==> src/rtl/mif_arbiter_2to1.sv <==
// mif_arbiter_2to1
//   Shares one downstream memory-interface (MIF) port between two clients.
//   A granted write keeps ownership of the port until all DATA_CYCLES
//   write beats have been handed over. The client index is prepended to the
//   downstream tag, so read responses can be routed back to the issuing
//   client.
//
//   Optional build macro MIF_ARB_ROUND_ROBIN_EN:
//     defined   -> round-robin on contention (client 0 wins the first one)
//     undefined -> fixed priority, client 0 always wins contention
//
// Handshake semantics (all channels): a transfer happens in a cycle where
// valid and ready are both high. A valid raised by a client is never
// dropped by this block. Write data offered outside a burst sees ready=0
// and stays pending at the client.
//
// Ports:
//   clk, reset            clock, synchronous active-high reset
//   cN_req_*              client N request channel (valid/ready/rw/addr/tag)
//   cN_req_data_*         client N write-data channel
//   cN_resp_*             client N read response (no backpressure)
//   mem_req_*             downstream request channel, tag = {client_id, tag}
//   mem_req_data_*        downstream write-data channel
//   mem_resp_*            downstream read response
module mif_arbiter_2to1 #(
  parameter int ADDR_BITS   = 26,
  parameter int DATA_BITS   = 128,
  parameter int CTAG_BITS   = 5,
  parameter int DATA_CYCLES = 4
) (
  input  logic                 clk,
  input  logic                 reset,
  input  logic                 c0_req_valid,
  output logic                 c0_req_ready,
  input  logic                 c0_req_rw,
  input  logic [ADDR_BITS-1:0] c0_req_addr,
  input  logic [CTAG_BITS-1:0] c0_req_tag,
  input  logic                 c0_req_data_valid,
  output logic                 c0_req_data_ready,
  input  logic [DATA_BITS-1:0] c0_req_data_bits,
  output logic                 c0_resp_valid,
  output logic [DATA_BITS-1:0] c0_resp_data,
  output logic [CTAG_BITS-1:0] c0_resp_tag,
  input  logic                 c1_req_valid,
  output logic                 c1_req_ready,
  input  logic                 c1_req_rw,
  input  logic [ADDR_BITS-1:0] c1_req_addr,
  input  logic [CTAG_BITS-1:0] c1_req_tag,
  input  logic                 c1_req_data_valid,
  output logic                 c1_req_data_ready,
  input  logic [DATA_BITS-1:0] c1_req_data_bits,
  output logic                 c1_resp_valid,
  output logic [DATA_BITS-1:0] c1_resp_data,
  output logic [CTAG_BITS-1:0] c1_resp_tag,
  output logic                 mem_req_valid,
  input  logic                 mem_req_ready,
  output logic                 mem_req_rw,
  output logic [ADDR_BITS-1:0] mem_req_addr,
  output logic [CTAG_BITS:0]   mem_req_tag,
  output logic                 mem_req_data_valid,
  input  logic                 mem_req_data_ready,
  output logic [DATA_BITS-1:0] mem_req_data_bits,
  input  logic                 mem_resp_valid,
  input  logic [DATA_BITS-1:0] mem_resp_data,
  input  logic [CTAG_BITS:0]   mem_resp_tag
);

  localparam int CNT_W = (DATA_CYCLES > 1) ? $clog2(DATA_CYCLES) : 1;
  localparam logic [CNT_W-1:0] CNT_LAST = CNT_W'(DATA_CYCLES - 1);

  typedef enum logic {
    IDLE  = 1'b0,
    WDATA = 1'b1
  } state_t;

  state_t           state, state_next;
  logic             owner, owner_next;
  logic [CNT_W-1:0] cnt, cnt_next;
  logic             grant;
  logic             req_fire;
  logic             data_fire;

  // A request offered but stalled last cycle keeps its grant while its
  // client still holds valid, so the downstream sees stable rw/addr/tag.
  logic             hold_valid;
  logic             hold_id;
  logic             hold_live;

  assign hold_live = hold_valid && (hold_id ? c1_req_valid : c0_req_valid);

`ifdef MIF_ARB_ROUND_ROBIN_EN
  logic last_grant;

  always_ff @(posedge clk) begin
    if (reset) begin
      last_grant <= 1'b1;
    end else if (req_fire) begin
      last_grant <= grant;
    end
  end
`endif

  always_comb begin
    grant = 1'b0;
    if (hold_live) begin
      grant = hold_id;
    end else if (c0_req_valid && c1_req_valid) begin
`ifdef MIF_ARB_ROUND_ROBIN_EN
      grant = ~last_grant;
`else
      grant = 1'b0;
`endif
    end else begin
      grant = c1_req_valid;
    end
  end

  // State register
  always_ff @(posedge clk) begin
    if (reset) begin
      state      <= IDLE;
      owner      <= 1'b0;
      cnt        <= '0;
      hold_valid <= 1'b0;
      hold_id    <= 1'b0;
    end else begin
      state      <= state_next;
      owner      <= owner_next;
      cnt        <= cnt_next;
      hold_valid <= mem_req_valid && !mem_req_ready;
      hold_id    <= grant;
    end
  end

  // Next state and channel outputs
  always_comb begin
    state_next         = state;
    owner_next         = owner;
    cnt_next           = cnt;
    req_fire           = 1'b0;
    data_fire          = 1'b0;
    mem_req_valid      = 1'b0;
    c0_req_ready       = 1'b0;
    c1_req_ready       = 1'b0;
    mem_req_data_valid = 1'b0;
    c0_req_data_ready  = 1'b0;
    c1_req_data_ready  = 1'b0;
    mem_req_rw         = grant ? c1_req_rw   : c0_req_rw;
    mem_req_addr       = grant ? c1_req_addr : c0_req_addr;
    mem_req_tag        = {grant, (grant ? c1_req_tag : c0_req_tag)};
    mem_req_data_bits  = owner ? c1_req_data_bits : c0_req_data_bits;

    if (!reset) begin
      case (state)
        IDLE: begin
          mem_req_valid = grant ? c1_req_valid : c0_req_valid;
          c0_req_ready  = mem_req_ready && !grant;
          c1_req_ready  = mem_req_ready && grant;
          req_fire      = mem_req_valid && mem_req_ready;
          if (req_fire && mem_req_rw) begin
            state_next = WDATA;
            owner_next = grant;
            cnt_next   = '0;
          end
        end
        WDATA: begin
          mem_req_data_valid = owner ? c1_req_data_valid : c0_req_data_valid;
          c0_req_data_ready  = mem_req_data_ready && !owner;
          c1_req_data_ready  = mem_req_data_ready && owner;
          data_fire          = mem_req_data_valid && mem_req_data_ready;
          if (data_fire) begin
            if (cnt == CNT_LAST) begin
              state_next = IDLE;
              cnt_next   = '0;
            end else begin
              cnt_next = cnt + CNT_W'(1);
            end
          end
        end
        default: state_next = IDLE;
      endcase
    end
  end

  // Responses bypass the state machine: routed by the client-id tag bit.
  assign c0_resp_valid = !reset && mem_resp_valid && !mem_resp_tag[CTAG_BITS];
  assign c1_resp_valid = !reset && mem_resp_valid &&  mem_resp_tag[CTAG_BITS];
  assign c0_resp_tag   = mem_resp_tag[CTAG_BITS-1:0];
  assign c1_resp_tag   = mem_resp_tag[CTAG_BITS-1:0];
  assign c0_resp_data  = mem_resp_data;
  assign c1_resp_data  = mem_resp_data;

endmodule

==> config.mk <==
export PLATFORM = sky130hd
export DESIGN_NAME = mif_arbiter_2to1
export DESIGN_NICKNAME = d
export VERILOG_FILES = /design/src/rtl/mif_arbiter_2to1.sv
export SDC_FILE = /design/constraint.sdc
export NUM_CORES = 1
export LEC_CHECK = 0
export BUFFER_PORTS_ARGS = -buffer_cell sky130_fd_sc_hd__buf_2
export CELL_PAD_IN_SITES_DETAIL_PLACEMENT = 0
export CELL_PAD_IN_SITES_GLOBAL_PLACEMENT = 2
export CORE_AREA = 5 5 348 350
export CTS_CLUSTER_DIAMETER = 50
export DETAILED_ROUTE_END_ITERATION = 6
export DIE_AREA = 0 0 353 355
export GPL_ROUTABILITY_DRIVEN = 0
export GPL_TIMING_DRIVEN = 0
export PLACE_DENSITY_LB_ADDON = 0.1
export SYNTH_ARGS = -nofsm -noshare
export SYNTH_HDL_FRONTEND = slang
export SYNTH_SLANG_ARGS = --single-unit
==> constraint.sdc <==
create_clock -name clk -period 1.8 [get_ports clk]
set_input_delay 0.27 -clock clk [delete_from_list [all_inputs] [get_ports clk]]
set_output_delay 0.27 -clock clk [all_outputs]
set_load 0.01 [all_outputs]
-- After elaboration in Yosys (flattened, before gate mapping)
Cells that the tools add are included.
- bits in registers: 6
- input port bits: 463
- output and inout bits: 435
- add/sub/neg operators: 1
- eq/ne operators: 3
- muxes and demuxes: 29
- bitwise logic cells: 1
- reductions and logical operators: 20
- operators by type and width (operator ; number):
    $mux W128 ; 1
    $mux W26 ; 1
    $mux W1 ; 21
    $logic_and A1 B1 Y1 ; 13
    $mux W2 ; 3
    $logic_not A1 Y1 ; 5
    $mux W5 ; 1
    $pmux W2 S2 ; 1
    $reduce_and A2 Y1 ; 2
    $add A2 B1 Y2 const B ; 1
    $eq A2 B2 Y1 const B ; 1
    $ne A2 B1 Y1 const B ; 1
    $ne A2 B2 Y1 const B ; 1
    $pmux W1 S2 ; 1
    $not A1 Y1 ; 1

-- Longest topological paths before layout
- depth in word-level cells: 8
- mapped depth: 7
- gate-level depth less buffers: 5

-- Worst setup path before layout
No wires, ideal clock.
- kind: reg2out
- start point: register owner
- end point: output mem_req_data_bits[100]
- data arrival time: 1.165 ns
- data required time: 1.530 ns
- setup slack: 0.365 ns
- stages on the path, launching flop included: 5
- path through: dfxtp_1 buf_2 buf_2 buf_2 mux2_2
- cells in the longest elaborated chain, start to end: 1
- RTL lines (what ; line ; text):
    start, declared ; 77 ; logic owner, owner_next;
    start signal, assigned ; 128 ; owner <= owner_next;
    $mux W128 ; 151 ; mem_req_data_bits = owner ? c1_req_data_bits : c0_req_data_bits;
    end, declared ; 62 ; output logic [DATA_BITS-1:0] mem_req_data_bits,
No other way between the ends.

-- Final worst setup path
- start point: register owner
- end point: output mem_req_data_bits[112]
The elaborated chain is that of the path after synthesis.

==> metrics.md <==
| Metric | Value |
|---|---|
| Status | complete, but fails checks |
| Violated checks | setup timing |
| Worst slack at placement | -607 ps |
| Sequential-to-total area share from yosys stat | 2.82% |
| Wire length per cell | 18.8 µm |
| Part of the power in the clock network | 10.4% |
| Sequential cell area | 124 µm² |
| Vias per cell | 2.29 |
| Area share of the largest cell type after synthesis | 47.2% |
| Vias | 6,637 |
| Reg power frac | 4.3% |
| FP Rows | 126 |
| Setup Viol. Count Final | 96 |
| Max cap viols | 0 |
| Crit path DAT | 1630 ps |
| CTS H-tree lvls | 1 |
| Max transition margin | 60.7% |
| First-pass GRT wire length | 67.8 mm |
| Sw frac | 39.3% |
| Final worst-path cycle share | 106% |
| Post-Route Skew | 2.52 ps |
| Clock-pin slew on the worst setup and hold paths | 30 ps |
| Routed Antenna Nets | 0 |
| Root buffer cell | clkbuf_16 |
| Core Box Area | 117,000 µm² |
| Clock latency on the worst-skew pair | 230 ps |
| Initial detailed-routing violation count | 113 |
| Die width | 353 µm |
| GRT Resource Usage Total | 7.85% |
| RSZ-0062 raised after global routing | yes |
| Post-route cell area | 12,300 µm² |
| Fin crit period | 1900 ps |
| Top post-synthesis cells by area | buf_4, mux2_2, nand2_1 |
| Share of cells above drive strength 1 | 94.8% |
| Hold Startpoint | mem_req_ready |
| Setup CP Type | register to output port |
| Fin worst setup slack | -102 ps |
| Multi-input gate area | 2690 µm² |
| Final Hold Fails | 0 |
| DIE AREA | 125,000 µm² |
| Worst VDD drop | 208 µV |
| Synth-to-layout area growth | 188% |
| Antenna violations before repair | 20 |
| Net count, final | 1,815 |
| Mapped cell area | 4260 µm² |
| First drt pass iteration count | 4 |
| Drt drc | 0 |
| Yosys top cell by area | buf_4 |
| Synth Warn # | 0 |
| DP Wirelength | 49.6 mm |
| Power per cell area | 280 nW/µm² |
| Port Buffers | 764 |
| Slew Limit Fails | 0 |
| Commonest non-fill, non-tap cell in the layout | buf_2 |
| Min Hold Slack | 241 ps |
| CTS sink count | 6 |
| Cell Area, Placed | 10,000 µm² |
| Cells after synthesis | 556 |
| Comb pwr share | 85.3% |
| Worst path required time | 1530 ps |
| Crit Reg-Reg Startpoint | owner |
| Worst setup EP type | output port |
| Mapped Nets | 1,020 |
| LEAKAGE | 6.33 nW |
| Most frequent cells in the layout | buf_2, buf_4, buf_6 |
| CTS Buf Count | 3 |
| Worst setup path startpoint | owner |
| Die Ht | 355 µm |
| TritonCTS clock tree | yes |
| Synth Register Bits | 6 |
| Largest net degree at the start of global routing | 11 |
| Post-Place Cells | 2,856 |
| Vias in the first global route | 7,234 |
| Worst slew pin tran | 590 ps |
| Clk buf depth | 2 |
| Netlist cell types | 28 |
| Crit path launch type | register |
| Switch Pwr | 1.35 mW |
| Finished Layout Cells | 2,892 |
| Initial Utilization | 3.63% |
| P_int | 2.09 mW |
| Gr ovfl total | 0 |
| Fmax achieved | 526 MHz |
| Max FO, Critical Path | 8 |
| Syn Area/Cell | 7.67 µm² |
| Worst min-delay path category | input port to register |
| Number of fill cells in the layout | 13,700 |
| IO Count | 898 |
| Total Wirelength | 54.2 mm |
[kinds of logic after synthesis]
kind of cell | share of synthesized area (%)
fa+ha+maj | 0.293
mux | 34.3
simple gates | 11.5
buf+inv | 49.9
flops | 2.82
compound gates | 1.20
[power groups by stage]
stage / Sequential (mW) / Clock, mW / Combinational, mW
floorplan: 0.144 / 0 / 1.12
global placement: 0.146 / 0 / 2.44
detailed placement: 0.146 / 0 / 2.41
CTS: 0.146 / 0.366 / 2.80
global route: 0.148 / 0.380 / 3.17
finish: 0.146 / 0.359 / 2.94
[final timing paths]
kind	end	slack [ps]	depth (start not counted)
worst max-delay path	mem_req_data_bits[112]	-100	6
worst min-delay path	hold_valid	240	2
worst max register to register	cnt[0]	70	6
worst min register to register	cnt[1]	460	2
[layout make-up]
type                            instances  area share (%)
Clock buffer                            3           0.610
Timing Repair inverter                  1           0.132
Buffer                                289            19.6
Tap cell                             1536            15.6
Inverter                                2           0.275
Antenna cell                            7           0.142
Timing Repair Buffer                  790            40.8
Multi-Input combinational cell        258            21.8
Sequential cell                         6            1.01
[worst max-delay path: stages (launching register included)]
cell     delay (ps)
dfxtp_2         310
buf_12          140
buf_12          130
buf_16          150
buf_16          160
mux2_4          350
buf_6           140
[routing by layer]
layer  vias up  wire, µm  track usage, %
met5         -       137               0
met2       441     30100            16.0
met1      3003     17700            7.41
met4        20       837            1.07
li1       3135         -               -
met3        38      5500            3.29
[metrics by stage]
step / power, mW / setup TNS (ps) / util [%]
detailed placement: 2.56 / -35280 / 8.52
global route: 3.69 / -9770 / 10.5
global placement: 2.59 / -34530 / 8.52
finish: 3.45 / -3740 / 10.5
floorplan: 1.27 / 0 / -
CTS: 3.31 / -6640 / 9.75
[Yosys cell counts]
cell type / instances
a21boi_1: 1
a221o_1: 1
a22o_1: 1
a32oi_1: 1
and2b_1: 1
and3_1: 2
and3b_1: 1
buf_2: 21
buf_4: 268
clkbuf_1: 1
dfxtp_1: 6
ha_1: 1
inv_1: 1
inv_2: 1
mux2_2: 128
mux2i_1: 2
nand2_1: 99
nand2b_1: 2
nand3_1: 1
nor2_1: 5
nor2b_1: 3
nor3_1: 3
nor3b_1: 1
nor4_1: 1
o21ai_0: 1
o21ai_1: 1
o22ai_1: 1
or3_1: 1
[timing repair]
item / CTS / global route
setup buffers: 12 / 5
hold buffers: 0 / 0
endpoints found under the setup margin: 166 / 157
cloned: 7 / 7
pin swaps: 3 / 39
resized for setup: 286 / 207
[sequential cells by signal (all words and copies together) (netlist names)]
| name | flops |
|---|---|
| cnt | 2 |
| hold_id | 1 |
| hold_valid | 1 |
| owner | 1 |
| state | 1 |
Power figures use the tool's default switching activity.
